`config.mk`:
```
export PLATFORM = sky130hd
export DESIGN_NAME = apb_completer
export DESIGN_NICKNAME = d
export VERILOG_FILES = /design/src/rtl/apb_pkg.sv /design/src/rtl/apb_regbank.sv /design/src/rtl/apb_completer.sv
export SDC_FILE = /design/constraint.sdc
export NUM_CORES = 2
export LEC_CHECK = 0
export CORE_UTILIZATION = 40
export DETAILED_ROUTE_END_ITERATION = 7
export GPL_TIMING_DRIVEN = 0
export PLACE_DENSITY_LB_ADDON = 0.05
export SLEW_MARGIN = 10
export SYNTH_ARGS = -nofsm -noshare
export SYNTH_HDL_FRONTEND = slang
export SYNTH_SLANG_ARGS = --single-unit
```
`constraint.sdc`:
```
create_clock -name pclk -period 3.4 [get_ports pclk]
set_clock_uncertainty 0.05 [all_clocks]
set_input_delay 0.85 -clock pclk [delete_from_list [all_inputs] [get_ports pclk]]
set_output_delay 0.85 -clock pclk [all_outputs]
set_load 0.005 [all_outputs]
```
`src/rtl/apb_pkg.sv`:
```
// Shared types and helpers for the APB completer block.
// Latency: n/a (declarations only).
// Backpressure: n/a.
package apb_pkg;

  typedef enum logic [1:0] {
    IDLE   = 2'd0,
    ACCESS = 2'd1,
    DONE   = 2'd2
  } state_e;

  localparam int APB_DATA_WIDTH = 32;
  localparam int STRB_WIDTH     = APB_DATA_WIDTH / 8;
  localparam int ERR_CNT_MAX    = 255;

  // Word accesses only: both byte-offset bits must be zero.
  function automatic logic is_aligned(input logic [1:0] addr_lsb);
    return (addr_lsb == 2'b00);
  endfunction

endpackage

```
`src/rtl/apb_regbank.sv`:
```
// Register array with one byte-strobed write port and one combinational read port.
// Latency: writes land on the next clk edge; reads are combinational from the array.
// Backpressure: none; the caller only asserts we_i for in-range indices.
// Ports: clk_i/rst_i (sync, active-high clear), we_i/widx_i/wdata_i/wstrb_i write
//        port, ridx_i/rdata_o read port.
module apb_regbank
  import apb_pkg::*;
#(
  parameter int NUM_REGS = 16,
  parameter int IDX_W    = $clog2(NUM_REGS)
) (
  input  logic                      clk_i,
  input  logic                      rst_i,
  input  logic                      we_i,
  input  logic [IDX_W-1:0]          widx_i,
  input  logic [APB_DATA_WIDTH-1:0] wdata_i,
  input  logic [STRB_WIDTH-1:0]     wstrb_i,
  input  logic [IDX_W-1:0]          ridx_i,
  output logic [APB_DATA_WIDTH-1:0] rdata_o
);

  logic [APB_DATA_WIDTH-1:0] regs_q [NUM_REGS];

  always_ff @(posedge clk_i) begin
    if (rst_i) begin
      regs_q <= '{default: '0};
    end else if (we_i) begin
      for (int i = 0; i < STRB_WIDTH; i++) begin
        if (wstrb_i[i]) begin
          regs_q[widx_i][8*i +: 8] <= wdata_i[8*i +: 8];
        end
      end
    end
  end

  assign rdata_o = regs_q[ridx_i];

endmodule

```
`src/rtl/apb_completer.sv`:
```
// APB completer: register bank with byte strobes, programmable wait states, error flagging.
// Latency: setup sampled at edge S -> pready high after edge S+1+WAIT_STATES for one cycle.
// Backpressure: pready held low for WAIT_STATES access cycles; early psel drop ends in pslverr.
// Ports: pclk/preset (sync, active-high), psel/penable/pwrite/paddr/pwdata/pstrb request,
//        prdata/pready/pslverr response (all registered), err_cnt saturating error count.
module apb_completer
  import apb_pkg::*;
#(
  parameter int ADDR_WIDTH  = 32,
  parameter int DATA_WIDTH  = 32,
  parameter int NUM_REGS    = 16,
  parameter int WAIT_STATES = 1
) (
  input  logic                  pclk,
  input  logic                  preset,
  input  logic                  psel,
  input  logic                  penable,
  input  logic                  pwrite,
  input  logic [ADDR_WIDTH-1:0] paddr,
  input  logic [DATA_WIDTH-1:0] pwdata,
  input  logic [STRB_WIDTH-1:0] pstrb,
  output logic [DATA_WIDTH-1:0] prdata,
  output logic                  pready,
  output logic                  pslverr,
  output logic [7:0]            err_cnt
);

  localparam int          IDX_W  = $clog2(NUM_REGS);
  localparam int          WORD_W = ADDR_WIDTH - 2;
  localparam logic [3:0]  WS     = 4'(WAIT_STATES);

  state_e                 state_q,   state_d;
  logic [3:0]             cnt_q,     cnt_d;
  logic [ADDR_WIDTH-1:0]  addr_q,    addr_d;
  logic                   write_q,   write_d;
  logic [DATA_WIDTH-1:0]  wdata_q,   wdata_d;
  logic [STRB_WIDTH-1:0]  strb_q,    strb_d;
  logic                   pready_q,  pready_d;
  logic                   pslverr_q, pslverr_d;
  logic [DATA_WIDTH-1:0]  prdata_q,  prdata_d;
  logic [7:0]             err_cnt_q, err_cnt_d;

  logic                   rb_we;
  logic [DATA_WIDTH-1:0]  rb_rdata;
  logic [WORD_W-1:0]      word_idx;
  logic                   xfer_err;
  logic                   setup_seen;
  logic [7:0]             err_cnt_inc;

  // Decode is always done on the latched address, never on the live bus.
  assign word_idx    = addr_q[ADDR_WIDTH-1:2];
  assign xfer_err    = !is_aligned(addr_q[1:0]) || (word_idx >= WORD_W'(NUM_REGS));
  assign setup_seen  = psel && !penable;
  assign err_cnt_inc = (err_cnt_q == 8'(ERR_CNT_MAX)) ? err_cnt_q : err_cnt_q + 8'd1;

  apb_regbank #(
    .NUM_REGS (NUM_REGS),
    .IDX_W    (IDX_W)
  ) u_regbank (
    .clk_i   (pclk),
    .rst_i   (preset),
    .we_i    (rb_we),
    .widx_i  (word_idx[IDX_W-1:0]),
    .wdata_i (wdata_q),
    .wstrb_i (strb_q),
    .ridx_i  (word_idx[IDX_W-1:0]),
    .rdata_o (rb_rdata)
  );

  always_comb begin
    state_d   = state_q;
    cnt_d     = cnt_q;
    addr_d    = addr_q;
    write_d   = write_q;
    wdata_d   = wdata_q;
    strb_d    = strb_q;
    pready_d  = pready_q;
    pslverr_d = pslverr_q;
    prdata_d  = prdata_q;
    err_cnt_d = err_cnt_q;
    rb_we     = 1'b0;

    unique case (state_q)
      IDLE: begin
        // A lone penable=1 without a preceding setup is simply ignored here.
        if (setup_seen) begin
          addr_d  = paddr;
          write_d = pwrite;
          wdata_d = pwdata;
          strb_d  = pstrb;
          cnt_d   = '0;
          state_d = ACCESS;
        end
      end

      ACCESS: begin
        if (!psel) begin
          // Requester abandoned the transfer: answer with an error, touch nothing.
          pready_d  = 1'b1;
          pslverr_d = 1'b1;
          prdata_d  = '0;
          err_cnt_d = err_cnt_inc;
          state_d   = DONE;
        end else if (!penable) begin
          // Fresh setup while waiting restarts the transfer with the new request.
          addr_d  = paddr;
          write_d = pwrite;
          wdata_d = pwdata;
          strb_d  = pstrb;
          cnt_d   = '0;
        end else if (cnt_q < WS) begin
          cnt_d = cnt_q + 4'd1;
        end else begin
          pready_d = 1'b1;
          state_d  = DONE;
          if (xfer_err) begin
            pslverr_d = 1'b1;
            prdata_d  = '0;
            err_cnt_d = err_cnt_inc;
          end else if (write_q) begin
            rb_we     = 1'b1;
            pslverr_d = 1'b0;
            prdata_d  = '0;
          end else begin
            pslverr_d = 1'b0;
            prdata_d  = rb_rdata;
          end
        end
      end

      DONE: begin
        // Response lives for exactly one cycle; a setup here chains straight on.
        pready_d  = 1'b0;
        pslverr_d = 1'b0;
        prdata_d  = '0;
        if (setup_seen) begin
          addr_d  = paddr;
          write_d = pwrite;
          wdata_d = pwdata;
          strb_d  = pstrb;
          cnt_d   = '0;
          state_d = ACCESS;
        end else begin
          state_d = IDLE;
        end
      end

      default: state_d = IDLE;
    endcase
  end

  always_ff @(posedge pclk) begin
    if (preset) begin
      state_q   <= IDLE;
      cnt_q     <= '0;
      addr_q    <= '0;
      write_q   <= 1'b0;
      wdata_q   <= '0;
      strb_q    <= '0;
      pready_q  <= 1'b0;
      pslverr_q <= 1'b0;
      prdata_q  <= '0;
      err_cnt_q <= '0;
    end else begin
      state_q   <= state_d;
      cnt_q     <= cnt_d;
      addr_q    <= addr_d;
      write_q   <= write_d;
      wdata_q   <= wdata_d;
      strb_q    <= strb_d;
      pready_q  <= pready_d;
      pslverr_q <= pslverr_d;
      prdata_q  <= prdata_d;
      err_cnt_q <= err_cnt_d;
    end
  end

  assign prdata  = prdata_q;
  assign pready  = pready_q;
  assign pslverr = pslverr_q;
  assign err_cnt = err_cnt_q;

endmodule

```
==> out/summary.txt <==
htree depth -> 3
hold_buf cts -> 0
Syn Inst Count -> 2,589
PortBufs -> 113
Area growth syn-to-layout -> 16.7%
WL/cell -> 24.0 um
Yosys Warn Count -> 0
Crit path max-delay family -> buffers and inverters
most frequent CP cell -> clkbuf_1
slowest stage delay, CP -> 0.86 ns
DIE AREA -> 70,500 um^2
largest net degree at the start of global routing -> 13
final hold violations -> 0
ys async rst share -> 0
drt pass-1 iters -> 5
setup TNS -> 0 ns
crit-path cells -> buf_2 -> clkbuf_1 -> clkbuf_1 -> clkbuf_1 -> nor2_1
total setup buffers inserted after CTS -> 0
PwrDens -> 501 nW/um^2
post-cts sizing count -> 0
vias in the first global route -> 20,200
vias per cell -> 5.39
Post-synth EDFFs -> 0
crit end category -> register
vias -> 20,200
final setup fails -> 0
Die Y -> 266 um
initial antenna violation count -> 0
top-count cell post-synth -> dfxtp_1
Initial Util -> 0.405
Reg clk slew, reported paths -> 0.06 ns
Yosys reg bits -> 629
hpwl dp -> 63,000 um
Post-route DRC -> 0
Max FO, Critical Path -> 10
Worst VDD drop -> 0.351 mV
Crit Path Category -> input port to register
Routed Wire Length -> 90,300 um
RSZ-0062 raised after global routing -> no
min cycle time layout -> 3.11 ns
Syn Area/Cell -> 10.7 um^2
P_leak -> 15.1 nW
GRT overflow -> 0
CTS tree -> done
WP data required -> 3.79 ns
worst min path class -> register to register
Main synth FF type -> dfxtp_1
part of the cycle the worst path needs -> 0.913
syn_nets -> 2,665
CTS root buffer -> clkbuf_16
FP Rows -> 96
Cell variety after synth -> 52
worst path bufs/invs -> 4
Detail Route Antenna Nets -> 0
max-cap violations -> 0
cell taking the most area after synthesis -> dfxtp_1
gpl congestion -> 0.856
chip width -> 266 um
I/O Pins -> 115
Worst-Skew Late Latency -> 0.61 ns
startpoint type of the worst setup path -> input port
CP max-delay cell -> clkbuf_1
cell area after synthesis -> 27,800 um^2
core area -> 68,700 um^2
max-slew violations -> 0
Non-Filler Instances -> 3,760
Slew @ Worst Pin -> 1.20 ns
Max Buffers Root-to-Sink -> 3
initial detailed-routing violation count -> 1,418
register area share after synthesis -> 0.453
Layout Nets -> 2,853
dpl cells -> 3,634
FMAX -> 322 MHz
Total GRT Usage -> 0.257
outcome -> completed
top cell type's share of synthesized area -> 0.453
Max-Slew Margin vs Limit -> 0.202
synth top area cells -> dfxtp_1, mux2i_1, mux4_2
synth cell count leaders -> dfxtp_1, nor2_1, mux2i_1, nand2_1, clkbuf_1
Num CTS Buffers -> 72
CP Data Arrival Time -> 3.50 ns
clock sinks -> 629
first-pass GRT wire length -> 132,000 um
share of layout cells above drive strength 1 -> 0.130
==> final timing paths <==
| kind | start | to | slack (ns) | cells after the start |
|---|---|---|---|---|
| max reg2reg | cnt_q[0] | prdata[12] | 0.43 | 9 |
| min reg2reg | addr_q[14] | addr_q[14] | 0.41 | 2 |
| min | addr_q[14] | addr_q[14] | 0.41 | 2 |
| max | preset | u_regbank.regs_q[96] | 0.29 | 5 |
==> flip-flops by register name, indices dropped and copies added (netlist names) <==
signal and count:
wdata_q 32, addr_q 32, state_q 2, write_q 1, cnt_q 4, strb_q 4, pready 1, prdata 32
err_cnt 8, pslverr 1, u_regbank.regs_q 512
==> worst min-delay path, cell delays in order, from the launching register on <==
cell and delay [ns]:
dfxtp_1 0.31, nand2_1 0.05, a21oi_1 0.05
==> power breakdown <==
group	total (mW)	leakage (nW)	switching [mW]	internal (mW)
sequential	7.43	5.07	0.0187	7.41
clock	7.70	1.14	3.07	4.63
combinational	1.12	8.93	0.802	0.317
==> cell families after synthesis <==
logic type      share of synthesized area
simple gates                        0.169
mux                                 0.290
flops                               0.453
buf+inv                            0.0421
compound gates                     0.0446
fa+ha+maj                         0.00135
xor+xnor                         0.000315
==> metrics by stage <==
step                total power [mW]   util  hold slack [ns]  worst slack, ns  instance area, um^2
floorplan                       8.26      -            0.386             1.09                27800
detailed placement              8.71  0.438            0.400           -0.204                30100
finish                          16.3  0.472            0.407            0.294                32400
global placement                8.70  0.438            0.396           -0.493                30100
CTS                             16.4  0.472            0.409            0.448                32400
global route                    16.8  0.472            0.423            0.310                32400
==> layout by cell type (no fill, tap or decap), drive strengths merged, types with 3 or more instances in the layout <==
master / instances
dfxtp: 629
nor2: 586
mux2i: 514
clkbuf: 284
nand2: 175
mux4: 128
clkdlybuf4s50: 113
a21oi: 75
a22oi: 64
nand4: 63
buf: 62
a22o: 32
nand4b: 8
nor3: 8
clkinv: 7
inv: 7
and4: 6
nand4bb: 6
nor2b: 6
nor4: 6
nand3: 5
nand2b: 4
bufinv: 4
or4: 4
or4b: 4
a31oi: 3
o31ai: 3
ha: 3
==> area by class of cell <==
| type | count | area (um^2) |
|---|---|---|
| tap | 931 | 1160 |
| fill | 6465 | 36300 |
| multi-input combinational | 1722 | 14000 |
| buffer | 234 | 1160 |
| clock buffer | 111 | 2140 |
| sequential | 629 | 12600 |
| antenna | 1 | 2.50 |
| inverter | 4 | 15.0 |
| timing repair buffer | 114 | 1140 |
| clock inverter | 14 | 185 |
==> metal layers <==
layer  track usage  vias up  routed length [um]
met4        0.0879        0                2950
met2         0.426      499               42900
li1              -     9478                   -
met5             0        -                   0
met1         0.339    10100               39900
met3        0.0407      151                4450
Note: power is estimated with default switching activity, not from simulation.
